## src/rtl/uart_tx_mmio_pkg.sv

```systemverilog
// -----------------------------------------------------------------------------
// uart_tx_mmio_pkg
// Shared definitions for the memory-mapped UART transmitter:
//   - FSM state encodings (legacy-compatible localparam constants)
//   - register offsets decoded from the word address [1:0]
//   - STATUS bit positions and the DIVISOR parity-select bit position
//   - parity helper function
// Optional feature macro: UART_TX_PARITY_EN (PARITY state, odd/even select).
// -----------------------------------------------------------------------------
package uart_tx_mmio_pkg;

    localparam logic [2:0] IDLE   = 3'd0;
    localparam logic [2:0] START  = 3'd1;
    localparam logic [2:0] DATA   = 3'd2;
    localparam logic [2:0] STOP   = 3'd3;
    localparam logic [2:0] PARITY = 3'd4;

    localparam logic [1:0] REG_TXDATA  = 2'd0;
    localparam logic [1:0] REG_STATUS  = 2'd1;
    localparam logic [1:0] REG_DIVISOR = 2'd2;

    localparam int STATUS_BUSY_BIT    = 0;
    localparam int STATUS_OVERRUN_BIT = 1;
    localparam int DIV_ODD_BIT        = 16;

    // Even parity of a byte: 1 when the byte holds an odd number of ones.
    function automatic logic even_parity(input logic [7:0] b);
        return ^b;
    endfunction

endpackage

```

## src/rtl/uart_baud_counter.sv

```systemverilog
// -----------------------------------------------------------------------------
// uart_baud_counter
// Down-counter that measures one bit period. A reload strobe loads
// (divisor - 1); the counter then decrements once per clock and holds at 0.
// tick is high while the count is 0, i.e. in the last clock of the period,
// so a period lasts exactly load_val + 1 clocks.
// Ports:
//   clk      in  system clock
//   rst      in  asynchronous active-high reset
//   load     in  reload strobe (start of a bit period on the next edge)
//   load_val in  value to load (clocks per bit minus one)
//   tick     out last clock of the current bit period
// -----------------------------------------------------------------------------
module uart_baud_counter #(
    parameter int W = 16
) (
    input  logic         clk,
    input  logic         rst,
    input  logic         load,
    input  logic [W-1:0] load_val,
    output logic         tick
);

    localparam logic [W-1:0] CNT_ZERO = {W{1'b0}};
    localparam logic [W-1:0] CNT_ONE  = {{(W-1){1'b0}}, 1'b1};

    logic [W-1:0] cnt_q;
    logic [W-1:0] cnt_d;

    // Next count: reload, decrement, or hold at zero.
    always_comb begin
        cnt_d = cnt_q;
        if (load) begin
            cnt_d = load_val;
        end else if (cnt_q != CNT_ZERO) begin
            cnt_d = cnt_q - CNT_ONE;
        end else begin
            cnt_d = cnt_q;
        end
    end

    // Count register.
    always_ff @(posedge clk or posedge rst) begin
        if (rst) begin
            cnt_q <= CNT_ZERO;
        end else begin
            cnt_q <= cnt_d;
        end
    end

    assign tick = (cnt_q == CNT_ZERO);

endmodule

```

## src/rtl/uart_tx_mmio.sv

```systemverilog
// -----------------------------------------------------------------------------
// uart_tx_mmio
// Memory-mapped 8N1 UART transmitter (LSB first) with programmable divisor.
// Register map (in_address[1:0]):
//   0 TXDATA  : write [7:0] starts a frame when idle; reads last byte written
//   1 STATUS  : reads {overrun, busy}; any write clears overrun
//   2 DIVISOR : clocks per bit, values below 2 stored as 2
//   3         : reads 0, writes ignored
// Ports:
//   clk, rst (async active-high), in_write_en, in_address[31:0], in_data[31:0]
//   out_read_data[31:0] (combinational from in_address), out_tx, out_busy
// Optional feature macro: UART_TX_PARITY_EN adds a parity bit between data
// and stop; DIVISOR bit 16 selects odd parity when set.
// -----------------------------------------------------------------------------
module uart_tx_mmio
    import uart_tx_mmio_pkg::*;
#(
    parameter int                DIV_W     = 16,
    parameter logic [DIV_W-1:0] DIV_RESET = 16'd5208
) (
    input  logic        clk,
    input  logic        rst,
    input  logic        in_write_en,
    input  logic [31:0] in_address,
    input  logic [31:0] in_data,
    output logic [31:0] out_read_data,
    output logic        out_tx,
    output logic        out_busy
);

    localparam logic [DIV_W-1:0] DIV_MIN = {{(DIV_W-2){1'b0}}, 2'b10};
    localparam logic [DIV_W-1:0] DIV_ONE = {{(DIV_W-1){1'b0}}, 1'b1};

    logic [2:0]       state_q,   state_d;
    logic [7:0]       shift_q,   shift_d;
    logic [2:0]       bit_idx_q, bit_idx_d;
    logic             tx_q,      tx_d;
    logic             busy_q,    busy_d;
    logic             overrun_q, overrun_d;
    logic [7:0]       txdata_q,  txdata_d;
    logic [DIV_W-1:0] div_q,     div_d;
`ifdef UART_TX_PARITY_EN
    logic             odd_q,     odd_d;
    logic             par_q,     par_d;
`endif

    logic             wr_txdata_s;
    logic             start_s;
    logic             tick_s;
    logic             load_s;
    logic [DIV_W-1:0] load_val_s;
    logic [DIV_W-1:0] new_div_s;
    logic             unused_s;

    assign wr_txdata_s = in_write_en && (in_address[1:0] == REG_TXDATA);
    // A write is accepted only from IDLE; the STOP->IDLE cycle still counts as busy.
    assign start_s     = wr_txdata_s && (state_q == IDLE);
    // Reload on frame start and at the end of every bit; the divisor sampled
    // here is what the next bit uses, so mid-frame writes never disturb a bit.
    assign load_s      = start_s || ((state_q != IDLE) && tick_s);
    assign load_val_s  = div_q - DIV_ONE;
    assign new_div_s   = (in_data[DIV_W-1:0] < DIV_MIN) ? DIV_MIN : in_data[DIV_W-1:0];
    assign unused_s    = ^{in_address[31:2], in_data[31:DIV_W]};

    uart_baud_counter #(.W(DIV_W)) u_baud (
        .clk      (clk),
        .rst      (rst),
        .load     (load_s),
        .load_val (load_val_s),
        .tick     (tick_s)
    );

    // Register-file next state: TXDATA, DIVISOR, overrun flag.
    always_comb begin
        txdata_d  = txdata_q;
        div_d     = div_q;
        overrun_d = overrun_q;
`ifdef UART_TX_PARITY_EN
        odd_d     = odd_q;
`endif
        if (in_write_en) begin
            case (in_address[1:0])
                REG_TXDATA: begin
                    txdata_d = in_data[7:0];
                    if (state_q != IDLE) begin
                        overrun_d = 1'b1;
                    end else begin
                        overrun_d = overrun_q;
                    end
                end
                REG_STATUS: begin
                    overrun_d = 1'b0;
                end
                REG_DIVISOR: begin
                    div_d = new_div_s;
`ifdef UART_TX_PARITY_EN
                    odd_d = in_data[DIV_ODD_BIT];
`endif
                end
                default: begin
                    txdata_d = txdata_q;
                end
            endcase
        end else begin
            overrun_d = overrun_q;
        end
    end

    // Transmit FSM next state: line level, shift register and bit index.
    always_comb begin
        state_d   = state_q;
        shift_d   = shift_q;
        bit_idx_d = bit_idx_q;
        tx_d      = tx_q;
        busy_d    = busy_q;
`ifdef UART_TX_PARITY_EN
        par_d     = par_q;
`endif
        case (state_q)
            IDLE: begin
                if (start_s) begin
                    state_d   = START;
                    shift_d   = in_data[7:0];
                    bit_idx_d = 3'd0;
                    tx_d      = 1'b0;
                    busy_d    = 1'b1;
`ifdef UART_TX_PARITY_EN
                    par_d     = even_parity(in_data[7:0]) ^ odd_q;
`endif
                end else begin
                    tx_d   = 1'b1;
                    busy_d = 1'b0;
                end
            end
            START: begin
                if (tick_s) begin
                    state_d = DATA;
                    tx_d    = shift_q[0];
                    shift_d = {1'b0, shift_q[7:1]};
                end else begin
                    state_d = START;
                end
            end
            DATA: begin
                if (tick_s) begin
                    if (bit_idx_q == 3'd7) begin
                        bit_idx_d = 3'd0;
`ifdef UART_TX_PARITY_EN
                        state_d   = PARITY;
                        tx_d      = par_q;
`else
                        state_d   = STOP;
                        tx_d      = 1'b1;
`endif
                    end else begin
                        bit_idx_d = bit_idx_q + 3'd1;
                        tx_d      = shift_q[0];
                        shift_d   = {1'b0, shift_q[7:1]};
                    end
                end else begin
                    state_d = DATA;
                end
            end
`ifdef UART_TX_PARITY_EN
            PARITY: begin
                if (tick_s) begin
                    state_d = STOP;
                    tx_d    = 1'b1;
                end else begin
                    state_d = PARITY;
                end
            end
`endif
            STOP: begin
                if (tick_s) begin
                    state_d = IDLE;
                    tx_d    = 1'b1;
                    busy_d  = 1'b0;
                end else begin
                    state_d = STOP;
                end
            end
            default: begin
                state_d   = IDLE;
                bit_idx_d = 3'd0;
                tx_d      = 1'b1;
                busy_d    = 1'b0;
            end
        endcase
    end

    // State and register flops.
    always_ff @(posedge clk or posedge rst) begin
        if (rst) begin
            state_q   <= IDLE;
            shift_q   <= 8'h00;
            bit_idx_q <= 3'd0;
            tx_q      <= 1'b1;
            busy_q    <= 1'b0;
            overrun_q <= 1'b0;
            txdata_q  <= 8'h00;
            div_q     <= DIV_RESET;
`ifdef UART_TX_PARITY_EN
            odd_q     <= 1'b0;
            par_q     <= 1'b0;
`endif
        end else begin
            state_q   <= state_d;
            shift_q   <= shift_d;
            bit_idx_q <= bit_idx_d;
            tx_q      <= tx_d;
            busy_q    <= busy_d;
            overrun_q <= overrun_d;
            txdata_q  <= txdata_d;
            div_q     <= div_d;
`ifdef UART_TX_PARITY_EN
            odd_q     <= odd_d;
            par_q     <= par_d;
`endif
        end
    end

    // Read mux, combinational from the address; reads have no side effects.
    always_comb begin
        out_read_data = 32'h0000_0000;
        case (in_address[1:0])
            REG_TXDATA: begin
                out_read_data[7:0] = txdata_q;
            end
            REG_STATUS: begin
                out_read_data[STATUS_BUSY_BIT]    = busy_q;
                out_read_data[STATUS_OVERRUN_BIT] = overrun_q;
            end
            REG_DIVISOR: begin
                out_read_data[DIV_W-1:0] = div_q;
`ifdef UART_TX_PARITY_EN
                out_read_data[DIV_ODD_BIT] = odd_q;
`endif
            end
            default: begin
                out_read_data = 32'h0000_0000;
            end
        endcase
    end

    assign out_tx   = tx_q;
    assign out_busy = busy_q;

endmodule

```

## config.mk

```make
export PLATFORM = sky130hd
export DESIGN_NAME = uart_tx_mmio
export DESIGN_NICKNAME = d
export VERILOG_FILES = /design/src/rtl/uart_tx_mmio_pkg.sv /design/src/rtl/uart_baud_counter.sv /design/src/rtl/uart_tx_mmio.sv
export SDC_FILE = /design/constraint.sdc
export NUM_CORES = 1
export LEC_CHECK = 0
export CORE_MARGIN = 2
export CORE_UTILIZATION = 43
export DETAILED_ROUTE_END_ITERATION = 6
export PLACE_DENSITY = 0.77
export SLEW_MARGIN = 30
export SYNTH_ARGS = -nofsm -noshare
export SYNTH_HDL_FRONTEND = slang
export SYNTH_HIERARCHICAL = 1
export SYNTH_SLANG_ARGS = --single-unit
```

## constraint.sdc

```tcl
create_clock -name clk -period 2.81 [get_ports clk]
set_input_delay 0.562 -clock clk [delete_from_list [all_inputs] [get_ports clk]]
set_output_delay 0.562 -clock clk [all_outputs]
set_load 0.02 [all_outputs]
```

==> metrics.log <==
[metrics] status: completed
[metrics] ANT cells: 0
[metrics] clock buffer count from CTS: 5
[metrics] area of the mapped netlist: approximately 3400 µm²
[metrics] final layout net count: around 460
[metrics] Tcrit/Tclk final: 0.9855
[metrics] HPWL Detailed: ~5300 µm
[metrics] max-capacitance violation count: 0
[metrics] global placer's final weighted congestion: roughly 0.81
[metrics] fraction of layout cells with a size suffix above 1: 0.1705
[metrics] Tightest Hold Check Type: reg -> reg
[metrics] area of the core: ~7700 µm²
[metrics] global-route wire length before repair: between 10000 and 15000 µm
[metrics] Post-synth EDFFs: 0
[metrics] clock transition time at the flip-flop clock pins of the worst setup and hold paths: 0.10 ns
[metrics] pin count of the biggest net entering global routing: 35
[metrics] detailed-route wire length per cell: roughly 14 µm
[metrics] via-per-instance ratio: about 5.2
[metrics] CTS root buffer: sky130_fd_sc_hd__clkbuf_8
[metrics] Unique masters post-synth: 56
[metrics] vias in the first global route: about 2500
[metrics] commonest cells after routing, fill and taps aside: 50 x sky130_fd_sc_hd__dfrtp_1, 37 x sky130_fd_sc_hd__clkdlybuf4s50_1, 32 x sky130_fd_sc_hd__nand2_1
[metrics] Max Used Layer: met4
[metrics] initial antenna violation count: 0
[metrics] Max VDD drop: 0.3915 mV
[metrics] initial standard-cell utilization of the core: 0.4438
[metrics] most common library cell in the layout ignoring fill and taps: sky130_fd_sc_hd__dfrtp_1
[metrics] upper clock frequency limit: approximately 0.36 GHz
[metrics] total setup violations reported at the end of the flow: 0
[metrics] flip-flop and latch count after synthesis: 56
[metrics] antenna viol nets, final: 0
[metrics] number of buffers between clock root and the deepest sink: 2
[metrics] Worst Path Max Fanout: 10
[metrics] # clock sinks: 56
[metrics] DRC violations left: 0
[metrics] DRT Pass-1 Iters: 4
[metrics] Synth Instances: roughly 340
[metrics] min Tclk post-route: 2.769 ns
[metrics] Remaining Overflow, GRT: 0
[metrics] Sum Neg Setup Slack: 0 ns
[metrics] type of element capturing the critical path: output pin
[metrics] number of standard-cell rows in the floorplan: 32
[metrics] routed length on met2: about 3400 µm
[metrics] DR iter-0 viols: 125
[metrics] number of top-level pins: about 100
[metrics] fraction of the yosys area taken by sequential cells: 0.4108
[metrics] Async S/R FF share, synth: 1.000
[metrics] slew at the pin closest to its max-slew limit: 0.6759 ns
[metrics] WS Path Type: in -> out
[metrics] Clock Skew: 0.005943 ns
[metrics] number of pins exceeding their max-slew limit in the final report: 0
[metrics] Met1 Routed Length: about 3200 µm
[metrics] critical path startpoint category: input port
[metrics] Top FF cell, synth: sky130_fd_sc_hd__dfrtp_1
[metrics] data required time at the worst endpoint: roughly 2.3 ns
[metrics] wire length after detailed routing: 6943 µm
[metrics] clock tree from TritonCTS: built
[metrics] worst hold slack after final layout: approximately 0.50 ns
[metrics] routed via count: approximately 2500
[metrics] Final Hold Violating Endpoints: 0
[metrics] die extent in x: just over 90 µm
[metrics] H-tree depth: 2
[metrics] synthesis-to-finish area growth: 17.11%
[metrics] Critical Path AT: 2.21 ns
[metrics] global router's overall resource usage: 0.1663
[metrics] yosys warns: 6
[metrics] Pleak: 1.727 nW
[metrics] detailed-routed wire length on met3: about 180 µm
[metrics] # port buffers: 38
[metrics] Die H: roughly 93 µm
[metrics] power density of the placed cells: between 700 and 800 nW/µm²
[metrics] source-to-sink clock delay at the later pin of the worst-skew pair: around 0.3 ns
[metrics] buffers inserted by post-CTS timing repair: 0
[metrics] full die area: about 8700 µm²
[metrics] RSZ-0062 raised after global routing: no
[metrics] worst relative slew slack: 0.5483
[metrics] average cell area after synthesis: approximately 10 µm²
-- cells in the mapped netlist (2+ instances only) --
cell type,number,area [µm²]
sky130_fd_sc_hd__dfrtp_1,50,1251
sky130_fd_sc_hd__nand2_1,32,120.1
sky130_fd_sc_hd__mux2_2,23,259.0
sky130_fd_sc_hd__nor2_1,20,75.07
sky130_fd_sc_hd__mux2i_1,19,190.2
sky130_fd_sc_hd__buf_4,16,120.1
sky130_fd_sc_hd__inv_1,16,60.06
sky130_fd_sc_hd__a21oi_1,14,70.07
sky130_fd_sc_hd__xnor2_1,14,122.6
sky130_fd_sc_hd__a31oi_1,9,56.30
sky130_fd_sc_hd__clkbuf_1,9,33.78
sky130_fd_sc_hd__o21ai_0,9,45.04
sky130_fd_sc_hd__xor2_1,9,78.83
sky130_fd_sc_hd__and2_1,8,50.05
sky130_fd_sc_hd__ha_1,8,100.1
sky130_fd_sc_hd__nor3_1,7,35.03
sky130_fd_sc_hd__dfstp_2,6,157.7
sky130_fd_sc_hd__nor4_1,6,37.54
sky130_fd_sc_hd__o31ai_1,5,37.54
sky130_fd_sc_hd__buf_2,4,20.02
sky130_fd_sc_hd__nand2b_1,4,25.02
sky130_fd_sc_hd__nor3_2,4,40.04
sky130_fd_sc_hd__o21ai_1,4,20.02
sky130_fd_sc_hd__a211oi_1,3,22.52
sky130_fd_sc_hd__nand3b_1,3,22.52
sky130_fd_sc_hd__nand4_1,3,18.77
sky130_fd_sc_hd__nor2b_1,3,18.77
sky130_fd_sc_hd__a22oi_1,2,15.01
sky130_fd_sc_hd__nand3_1,2,10.01
sky130_fd_sc_hd__nor3b_1,2,15.01
sky130_fd_sc_hd__nor3b_2,2,25.02
sky130_fd_sc_hd__o22ai_1,2,12.51
sky130_fd_sc_hd__o41ai_1,2,17.52
-- area by class of cell --
type / count / area (µm²)
Timing Repair Buffer: 50 / 485.5
Fill cell: 694 / 3711
Tap cell: 102 / 127.6
Clock inverter: 2 / 12.51
Clock buffer: 6 / 72.57
Inverter: 16 / 60.06
Multi-Input combinational cell: 257 / 1849
Sequential cell: 56 / 1409
-- sequential cells by signal, indices dropped and copies added, names as in the netlist --
| register | cells |
|---|---|
| state_q | 2 |
| shift_q | 8 |
| txdata_q | 8 |
| out_tx | 1 |
| overrun_q | 1 |
| div_q | 16 |
| bit_idx_q | 3 |
| out_busy | 1 |
| u_baud/cnt_q | 16 |
-- kinds of logic (layout without fill, tap and decap cells) --
| kind of cell | count (synthesis) | in the layout | synth area share |
|---|---|---|---|
| AND/OR/NAND/NOR | 109 | 109 | 0.1908 |
| AO/OA/AOI/OAI | 58 | 58 | 0.1069 |
| flip-flops | 56 | 56 | 0.4108 |
| buffers and inverters | 45 | 74 | 0.06822 |
| multiplexers | 43 | 43 | 0.1343 |
| XOR/XNOR | 23 | 23 | 0.05874 |
| adder cells (fa/ha/maj) | 8 | 8 | 0.02919 |
| other | 1 | 16 | 0.001093 |
-- where the power goes --
| group | switching (mW) | leakage, nW | total (mW) | internal [mW] |
|---|---|---|---|---|
| combinational | 0.715 | 1.02 | 1.38 | 0.669 |
| sequential | 0.275 | 0.662 | 1.36 | 1.09 |
| clock | 0.251 | 0.0412 | 0.426 | 0.175 |
| total | 1.24 | 1.73 | 3.17 | 1.93 |
-- final timing paths --
path | from | to | slack [ns] | cells after the start
worst max-delay path | in_address[1] | out_read_data[14] | 0.04 | 5
worst min-delay path | bit_idx_q[0]$_DFFE_PP0P_ | bit_idx_q[0]$_DFFE_PP0P_ | 0.50 | 1
worst max register to register | u_baud/cnt_q[0]$_DFFE_PP0P_ | u_baud/cnt_q[9]$_DFFE_PP0P_ | 0.27 | 10
worst min register to register | bit_idx_q[0]$_DFFE_PP0P_ | bit_idx_q[0]$_DFFE_PP0P_ | 0.50 | 1
max in group asynchronous | rst | div_q[10]$_DFFE_PP1P_ | 1.54 | 3
min in group asynchronous | rst | state_q[0]$_DFFE_PP0P_ | 0.53 | 2
-- layer usage --
metal | track usage | vias to the layer above
met5 | 0 | -
met4 | 0.06250 | 0
met3 | 0.02417 | 14
met2 | 0.2818 | 52
met1 | 0.2153 | 1213
li1 | - | 1266
-- metrics by stage --
| stage | power, mW | cell area (µm²) | utilization | worst slack [ns] | std cells |
|---|---|---|---|---|---|
| floorplan | 2.387 | 3486 | - | 0.07235 | 358 |
| global placement | 2.687 | 3923 | 0.5076 | 0.02850 | 481 |
| detailed placement | 2.751 | 3923 | 0.5076 | 0.04127 | 481 |
| CTS | 3.186 | 4008 | 0.5186 | 0.02251 | 489 |
| global route | 3.400 | 4016 | 0.5198 | 0.008720 | 489 |
| finish | 3.174 | 4016 | 0.5198 | 0.04076 | 489 |
-- what timing repair did --
action / 4_1_cts / 5_1_grt
hold buffers: 0 / 0
hold endpoints to repair: 0 / 0
gates resized for setup: 0 / 2
setup endpoints to repair: 0 / 6
-- critical path, stage by stage --
cell                              delay, ns
sky130_fd_sc_hd__clkdlybuf4s50_1       0.51
sky130_fd_sc_hd__nor2b_1               0.25
sky130_fd_sc_hd__buf_12                0.16
sky130_fd_sc_hd__and2_1                0.12
sky130_fd_sc_hd__clkdlybuf4s50_1       0.61
No activity file was read; power rests on OpenSTA's default activity.
